==> src/rtl/bsc_pkg.sv <==
// Shared definitions for the bank strobe controller: FSM state encoding,
// default control-word bit positions and the strobe-width counter sizing.
package bsc_pkg;

    typedef enum logic [1:0] {
        IDLE = 2'd0,
        STRB = 2'd1,
        GAP  = 2'd2,
        DONE = 2'd3
    } bsc_state_e;

    localparam int DEF_STRB_EN_BIT  = 3;
    localparam int DEF_STRB_SEL_BIT = 4;
    localparam int DEF_INC_BIT      = 6;

    // Counter only has to hold STRB_CYCLES-1; a single bit covers widths 1 and 2.
    function automatic int strb_cnt_width(input int cycles);
        return (cycles <= 2) ? 1 : $clog2(cycles);
    endfunction

endpackage

==> src/rtl/bsc_strb_timer.sv <==
// Loadable down-counter timing the strobe low width; expired goes high
// once STRB_CYCLES clocks have elapsed since the last load.
module bsc_strb_timer #(
    parameter int STRB_CYCLES = 1
) (
    input  logic clk,
    input  logic rst_n,
    input  logic load,
    output logic expired
);
    import bsc_pkg::*;

    localparam int CW = strb_cnt_width(STRB_CYCLES);
    localparam logic [CW-1:0] RELOAD = CW'(STRB_CYCLES - 1);

    logic [CW-1:0] count;

    always_ff @(negedge clk or negedge rst_n) begin
        if (!rst_n) begin
            count <= '0;
        end else if (load) begin
            count <= RELOAD;
        end else if (count != '0) begin
            count <= count - 1'b1;
        end
    end

    assign expired = (count == '0);

endmodule

==> src/rtl/bank_strobe_ctlr.sv <==
// Bank strobe controller: latches a control word on a qualified LoadN fall and
// issues one or a burst of timed active-low strobes with busy/done/overrun status.
module bank_strobe_ctlr
    import bsc_pkg::*;
#(
    parameter int DWIDTH       = 8,
    parameter int BSWIDTH      = 3,
    parameter int NSTRB        = 2,
    parameter int STRB_CYCLES  = 1,
    parameter int BURST_WIDTH  = 4,
    parameter int STRB_EN_BIT  = DEF_STRB_EN_BIT,
    parameter int STRB_SEL_BIT = DEF_STRB_SEL_BIT,
    parameter int INC_BIT      = DEF_INC_BIT
) (
    input  logic                   BSC_PClk,
    input  logic                   BSC_ResetN,
    input  logic [DWIDTH-1:0]      BSC_Data_Bus,
    input  logic                   BSC_LoadN,
    input  logic [BURST_WIDTH-1:0] BSC_BurstLen,
    output logic [NSTRB-1:0]       BSC_StrbN,
    output logic [BSWIDTH-1:0]     BSC_BSel,
    output logic                   BSC_Addr_Inc,
    output logic                   BSC_Busy,
    output logic                   BSC_Done,
    output logic                   BSC_Ovr,
    output logic [DWIDTH-1:0]      BSC_Status
);

    bsc_state_e             state, state_nx;
    logic [DWIDTH-1:0]      status, status_nx;
    logic [BURST_WIDTH-1:0] burst_cnt, burst_nx;
    logic [NSTRB-1:0]       strb_nx, sel_mask;
    logic                   prev_load_n;
    logic                   ovr, ovr_nx;
    logic                   fall, accept;
    logic                   timer_load, timer_expired;
    int                     strb_idx;

    assign fall   = prev_load_n & ~BSC_LoadN;
    assign accept = fall && (state == IDLE);

    bsc_strb_timer #(
        .STRB_CYCLES (STRB_CYCLES)
    ) u_timer (
        .clk     (BSC_PClk),
        .rst_n   (BSC_ResetN),
        .load    (timer_load),
        .expired (timer_expired)
    );

    // Strobe select and output values are derived from the post-edge status so
    // the first strobe can go low on the very edge that accepts the word.
    always_comb begin
        state_nx   = state;
        status_nx  = status;
        burst_nx   = burst_cnt;
        ovr_nx     = ovr;
        timer_load = 1'b0;

        case (state)
            IDLE: begin
                if (accept) begin
                    status_nx  = BSC_Data_Bus;
                    burst_nx   = BSC_BurstLen;
                    state_nx   = BSC_Data_Bus[STRB_EN_BIT] ? STRB : DONE;
                    timer_load = BSC_Data_Bus[STRB_EN_BIT];
                end
            end
            STRB: begin
                if (timer_expired) state_nx = GAP;
            end
            GAP: begin
                if (status[INC_BIT] && (burst_cnt != '0)) begin
                    burst_nx   = burst_cnt - 1'b1;
                    state_nx   = STRB;
                    timer_load = 1'b1;
                end else begin
                    state_nx = DONE;
                end
            end
            DONE: state_nx = IDLE;
            default: state_nx = IDLE;
        endcase

        if (accept)    ovr_nx = 1'b0;
        else if (fall) ovr_nx = 1'b1;

        strb_idx = ((NSTRB > 1) && status_nx[STRB_SEL_BIT]) ? 1 : 0;
        sel_mask = '0;
        for (int i = 0; i < NSTRB; i++) begin
            sel_mask[i] = (i == strb_idx);
        end
        strb_nx = (state_nx == STRB) ? ~sel_mask : '1;
    end

    always_ff @(negedge BSC_PClk or negedge BSC_ResetN) begin
        if (!BSC_ResetN) begin
            state       <= IDLE;
            status      <= '0;
            burst_cnt   <= '0;
            prev_load_n <= 1'b1;
            ovr         <= 1'b0;
            BSC_StrbN   <= '1;
            BSC_Busy    <= 1'b0;
            BSC_Done    <= 1'b0;
        end else begin
            state       <= state_nx;
            status      <= status_nx;
            burst_cnt   <= burst_nx;
            prev_load_n <= BSC_LoadN;
            ovr         <= ovr_nx;
            BSC_StrbN   <= strb_nx;
            BSC_Busy    <= (state_nx != IDLE);
            BSC_Done    <= (state_nx == DONE);
        end
    end

    assign BSC_Status   = status;
    assign BSC_BSel     = status[BSWIDTH-1:0];
    assign BSC_Addr_Inc = status[INC_BIT];
    assign BSC_Ovr      = ovr;

endmodule

==> config.mk <==
export PLATFORM = sky130hd
export DESIGN_NAME = bank_strobe_ctlr
export DESIGN_NICKNAME = d
export VERILOG_FILES = /design/src/rtl/bsc_pkg.sv /design/src/rtl/bsc_strb_timer.sv /design/src/rtl/bank_strobe_ctlr.sv
export SDC_FILE = /design/constraint.sdc
export NUM_CORES = 1
export LEC_CHECK = 0
export CORE_UTILIZATION = 30
export DETAILED_ROUTE_END_ITERATION = 10
export HOLD_SLACK_MARGIN = 0.08
export SYNTH_ARGS = -nofsm -noshare
export SYNTH_HDL_FRONTEND = slang
export SYNTH_SLANG_ARGS = --single-unit
==> constraint.sdc <==
create_clock -name BSC_PClk -period 2.2 [get_ports BSC_PClk]
set_clock_uncertainty 0.1 [all_clocks]
set_input_delay 0.66 -clock BSC_PClk [delete_from_list [all_inputs] [get_ports BSC_PClk]]
set_output_delay 0.66 -clock BSC_PClk [all_outputs]
set_load 0.05 [all_outputs]
==> Word-level counts from Yosys, hierarchy flattened <==
Index checks and enable logic that the tools add are counted.
{ "totals": {"reg_bits": 21, "latch_bits": 0, "ramBits": 0, "mem_bits_ro": 0, "in_bits": 15, "out_inout_bits": 17, "word_cells": 52, "mem_count": 0} }
{ "classes": {"addsub": 2, "mul": 0, "div": 0, "n_lt_le_gt_ge": 0, "eq_ne": 8, "shifts": 0, "muxes": 19, "n_bitwise": 3, "reduce_logical": 10} }
{ "ops": {"columns": ["operator", "count"], "rows": [
  ["$logic_not A32 Y1", 1],
  ["$mux W2", 5],
  ["$mux W5", 2],
  ["$mux W4", 2],
  ["$pmux W2 S4", 1],
  ["$pmux W4 S2", 1],
  ["$mux W1", 7],
  ["$eq A2 B2 Y1 const B", 3],
  ["$reduce_bool A2 Y1", 3],
  ["$eq A2 B1 Y1 const B", 2],
  ["$ne A2 B2 Y1 const B", 2],
  ["$reduce_bool A4 Y1", 1],
  ["$sub A4 B1 Y4 const B", 1],
  ["$reduce_and A3 Y1", 1],
  ["$logic_and A1 B1 Y1", 2],
  ["$logic_not A2 Y1", 1],
  ["$not A2 Y2", 1],
  ["$pmux W1 S2", 1],
  ["$reduce_and A2 Y1", 1],
  ["$and A1 B1 Y1", 1],
  ["$eq A1 B1 Y1 const A", 1],
  ["$not A1 Y1", 1],
  ["$sub A1 B1 Y1 const B", 1]
]} }

==> Logic depth before layout (Yosys ltp) <==
Gate-level depths: netlist of run 1.
{ "logic_depth": {"ltp_word": 9, "depth_mapped": 6, "depth_no_buf": 5} }

==> Hierarchy <==
From an unflattened synthesis of run 1, not the netlist that was laid out.
{ "hier_totals": {"cells_unflattened": 103, "area_unflattened_um2": 970.9} }
{ "modules_own_cells": {"columns": ["mod", "instances", "cells_each", "area_each_um2", "seq_area_each_um2"], "rows": [
  ["bank_strobe_ctlr", 1, 101, 959.7, 504.2],
  ["bsc_strb_timer", 1, 2, 11.3, 0.0]
]} }

==> results.toml, run 1 <==
[synth]
ys_seq_area_frac = 0.511
synth.top_cells.by_area = "dfrtn_1, dfstp_2, nand2_1"
synth_area_leader_cell = "dfrtn_1"
yosys.area_share.simple = 0.204
synthAdderAreaFrac = 0.0127
synth_cell_types = 32
synth_xor_xnor_area_share = 0
ys_warn_count = 0
synth-compound-area-share = 0.162
synth_top_family_by_area = "simple AND/OR/NAND/NOR gates"
synth_cells = 98
synth_nets = 114
ys_top_cells_by_count = "nand2_1, dfrtn_1, buf_4, inv_1"
synthMuxAreaShare = 0.0102
ys.flop_type = "dfrtn_1"
synth_seq_cells = 20
syn_area_per_cell_sq_um = 10.1
synthesis.area_sq_um = 986
synth.most_common_cell = "nand2_1"
synth_edf_count = 0
yosys.area.top_type_share = 0.431
synth_async_sr_flop_share = 1.00

[timing]
rsz0062_at_grt = "true"
worstMarginPinSlew_ps = 564
max_slew_margin = 0.621
drv_slew = 0
finalHoldViolations = 0
worst_slack_ps = -694
setup_violations = 34

[drt]
vias = 894
first_pass_iters = 4
antenna_left = 0
drt-initial-drc-count = 14
via_per_inst = 4.78
wl_per_cell_um = 13.7
routed_wl_um = 2560
post-route-drc-count = 0

[critical_path]
path_class = "register to output port"
cp.required_ps = 1440
path_max_fanout = 1
cp_top_family = "flip-flops"
startpoint_type = "register"
cp-end-kind = "output port"
r2r-end = "burst_cnt[1]"
critPathCapture = "BSC_StrbN[1]"
cp_num_buf_inv = 1
crit_path_top_delay_cell = "dfstp_2"
worstPathCellList = "buf_12"
cp.arrival_ps = 2130
rrSetupSlack_ps = 290
r2r_cells = 5
r2r-start = "burst_cnt[0]"
slowest_delay_ps = 540
cp.depth = 1
cp-startpoint = "BSC_StrbN[1]"

[pwr]
p_leak_nw = 0.811
p_total_mw = 2.75
p_per_area_nw_per_um2 = 1540
irDropWorstVdd_uv = 891

[flow_run]
cap_violations = 0

[clocking]
root_buffer = "clkbuf_4"
h-tree-depth = 1
clock_sinks = 20
clk_latency_ps = 350
cts_buffers = 3
clk_pin_slew_worst_paths_ps = 80
cts_tree = "done"
ctsHoldBuffers = 0
cts_buffer_depth = 2

[layout]
final_nets = 160
fin_util = 0.582
antenna_cells = 0
area_growth_pct = 81.6
drive_gt1_frac = 0.510

[outcome]
violations = "setup timing"
status = "complete, but fails checks"

[min_path]
hold_depth = 2
hp-class = "register to register"

[global_route]
grt_usage = 0.159
overflow = 0
antenna_found_initial = 0
grt_pass1_vias = 858
grt_max_degree = 12
grt_first_pass_wirelength_um = 4080

[die]
fp.dieArea_sq_um = 3520
fp.dieW_um = 59.3
io_pins = 32
rows = 20
die_height_um = 59.3
core_area_sq_um = 3080
start_util = 0.320

[placement]
dp_hpwl_um = 1930
gp_congestion = 0.838
portBuffers = 31
## power breakdown
group / internal (mW) / leakage [nW] / total [mW] / switching, mW
registers: 0.548 / 0.236 / 0.800 / 0.252
logic: 0.859 / 0.539 / 1.72 / 0.859
clock network: 0.108 / 0.0370 / 0.233 / 0.125
total: 1.52 / 0.811 / 2.75 / 1.24
## stage by stage
stage / setup TNS, ps / worst slack (ps) / cell area (sq um) / instances / hold WS [ps]
floorplan: -14760 / -630 / 1020 / 98 / 396
global placement: -27200 / -1080 / 1600 / 178 / 385
detailed placement: -27500 / -1130 / 1600 / 178 / 397
CTS: -17140 / -710 / 1740 / 186 / 410
global route: -17530 / -733 / 1790 / 187 / 431
finish: -16600 / -694 / 1790 / 187 / 406
## state kept, by name, summed over array words and instances (netlist names)
signal,cells
prev_load_n,1
state,2
BSC_StrbN,2
BSC_Ovr,1
BSC_Done,1
BSC_Status,8
burst_cnt,4
BSC_Busy,1
## layout make-up
cell class / instances / area (sq um)
sequential: 20 / 504
multi-input combinational: 62 / 497
clock inverter: 3 / 11.3
fill: 253 / 1290
inverter: 5 / 21.3
tap: 44 / 55.1
clock buffer: 4 / 36.3
timing repair buffer: 49 / 666
## how the worst min path moves through the flow
stage	endpoint	startpoint	slack, ps
2_1_floorplan	burst_cnt[0]	burst_cnt[0]	400
3_3_place_gp	BSC_Status[5]	BSC_Status[5]	390
3_5_place_dp	BSC_Status[7]	BSC_Status[7]	400
4_1_cts	BSC_Status[7]	BSC_Status[7]	410
5_1_grt	BSC_Status[3]	BSC_Status[3]	430
6_report	BSC_Status[3]	BSC_Status[3]	410
## layout by cell type, fill, tap and decap left out, types with 2 or more instances in the layout
master           instances
buf_6                    5
dfrtn_1                 17
nand2_1                 10
a21oi_2                  2
a21oi_1                  3
o2111a_1                 2
o32ai_2                  2
clkdlybuf4s50_1         12
nand2_2                 10
inv_1                    7
nor2_1                   3
buf_4                   11
o21ai_2                  2
buf_12                  19
dfstp_2                  3
a211oi_2                 2
nor2_4                   2
clkbuf_4                 3
nor3_1                   4
## logic make-up after synthesis
family / Yosys count
simple gates: 40
compound gates: 20
flops: 20
buf+inv: 16
mux: 1
fa+ha+maj: 1
## what timing repair did
item	in CTS	in global routing
gates resized for setup	28	13
setup endpoints to repair	37	36
buffers inserted	2	2
hold endpoints to repair	0	0
pin swaps	16	8
## metal layers
metal	track usage	vias up	routed length [um]
li1	-	429	-
met1	0.204	437	1110
met2	0.263	26	1320
met3	0.0175	2	107
met4	0.0816	0	27
met5	0	-	0
Power figures use the tool's default switching activity.
==> inputs of run 2 (changes only) <==
--- a/config.mk
+++ b/config.mk
@@ -8,6 +8,8 @@
 export CORE_UTILIZATION = 30
 export DETAILED_ROUTE_END_ITERATION = 10
 export HOLD_SLACK_MARGIN = 0.08
+export PLACE_DENSITY = 0.65
+export REMOVE_ABC_BUFFERS = 1
 export SYNTH_ARGS = -nofsm -noshare
 export SYNTH_HDL_FRONTEND = slang
 export SYNTH_SLANG_ARGS = --single-unit
==> run 2 against run 1 <==
Compared with the run above: the flow still finishes with violations (setup timing); hold slack improved by 38 ps; highest routed layer unchanged; sequential power rose by 0.7%; cell count rose by 2.1%; setup slack got worse by 16 ps; sequential share of layout area did not move; register-to-register slack got worse by 20 ps.
==> results.toml, run 2 (synthesis gave the netlist of run 1 again) <==
[timing]
max_slew_margin = 0.581
worst_slack_ps = -710
setup_violations = 34
drv_slew = 0
worstMarginPinSlew_ps = 624
finalHoldViolations = 0
rsz0062_at_grt = "true"

[clocking]
cts_tree = "done"
clock_sinks = 20
root_buffer = "clkbuf_4"
cts_buffers = 3
cts_buffer_depth = 2
h-tree-depth = 1
clk_latency_ps = 370
clk_pin_slew_worst_paths_ps = 90

[drt]
drt-initial-drc-count = 27
vias = 913
via_per_inst = 4.78
first_pass_iters = 4
antenna_left = 0
wl_per_cell_um = 14.5
post-route-drc-count = 0
routed_wl_um = 2780

[critical_path]
cp_num_buf_inv = 1
cp.arrival_ps = 2150
path_class = "register to output port"
worstPathCellList = "buf_12"
cp.required_ps = 1440
path_max_fanout = 1
slowest_delay_ps = 540
cp-end-kind = "output port"
cp_top_family = "flip-flops"
crit_path_top_delay_cell = "dfstp_2"
startpoint_type = "register"

[pwr]
p_per_area_nw_per_um2 = 1540
p_leak_nw = 0.820
irDropWorstVdd_uv = 983

[min_path]
hp-class = "register to register"

[global_route]
grt_pass1_vias = 945
grt_max_degree = 13
grt_first_pass_wirelength_um = 4370
antenna_found_initial = 0
overflow = 0
grt_usage = 0.169

[layout]
fin_util = 0.582
area_growth_pct = 81.6
most-common-layout-cells = "buf_12, dfrtn_1, buf_4"
fin_cells = 191
nFillCells = 263
drive_gt1_frac = 0.497
regArea_sq_um = 504
final_common_cell = "buf_12"
final_nets = 164
antenna_cells = 0
multiInputGateArea_sq_um = 482
final_area_sq_um = 1790
largest_reg_flops = 8

[outcome]
violations = "setup timing"
status = "complete, but fails checks"

[die]
fp.dieW_um = 59.3
core_area_sq_um = 3080
io_pins = 32
rows = 20
start_util = 0.320
fp.dieArea_sq_um = 3520
die_height_um = 59.3

[flow_run]
cap_violations = 0

[placement]
dp_slack_ps = -1190
dp_hpwl_um = 1890
gp_congestion = 0.820
dp.cells = 174
portBuffers = 31
post_dp_cell_area_sq_um = 1550
run 2: path summary, 6_finish.rpt:
check                              from       endpoint  slack, ps  cells past startpoint
max in group asynchronous    BSC_ResetN   burst_cnt[0]        210                      3
setup / recovery           BSC_StrbN[0]   BSC_StrbN[0]       -710                      1
hold reg to reg                 BSC_Ovr        BSC_Ovr        440                      2
hold / removal                  BSC_Ovr        BSC_Ovr        440                      2
setup reg to reg           burst_cnt[0]   burst_cnt[1]        270                      5
min in group asynchronous    BSC_ResetN  BSC_Status[4]       1530                      2
run 2: cell type report:
type	count	area share
clock buffers	3	0.0126
flip-flops and latches	20	0.282
well taps	44	0.0307
repair buffers	53	0.385
inverters	5	0.0105
clock inverters	4	0.0105
multi-input cells	62	0.269
run 2: where the power goes:
group | switching (mW) | internal, mW
Clock | 0.146 | 0.0766
Sequential | 0.258 | 0.548
Combinational | 0.865 | 0.873
run 2: routing by layer:
layer  vias up  routed length [um]  global-route usage
met4         0                  36              0.0782
met5         -                   0                   0
met1       445                1160               0.201
li1        430                   -                   -
met3         5                 212              0.0502
met2        33                1370               0.278
run 2: per-stage QoR:
step,setup TNS (ps),power [mW],hold slack (ps)
global placement,-26870,2.32,379
finish,-16880,2.77,443
detailed placement,-27610,2.36,400
floorplan,-18200,1.51,360
global route,-17680,2.89,477
CTS,-16820,2.68,396
run 2: what timing repair did:
item                                    in CTS  in global routing
setup buffers                                7                  5
gates resized for setup                     30                  9
gates cloned                                 0                  0
endpoints found under the setup margin      36                 36
pin swaps                                   18                 10
hold buffers                                 0                  0
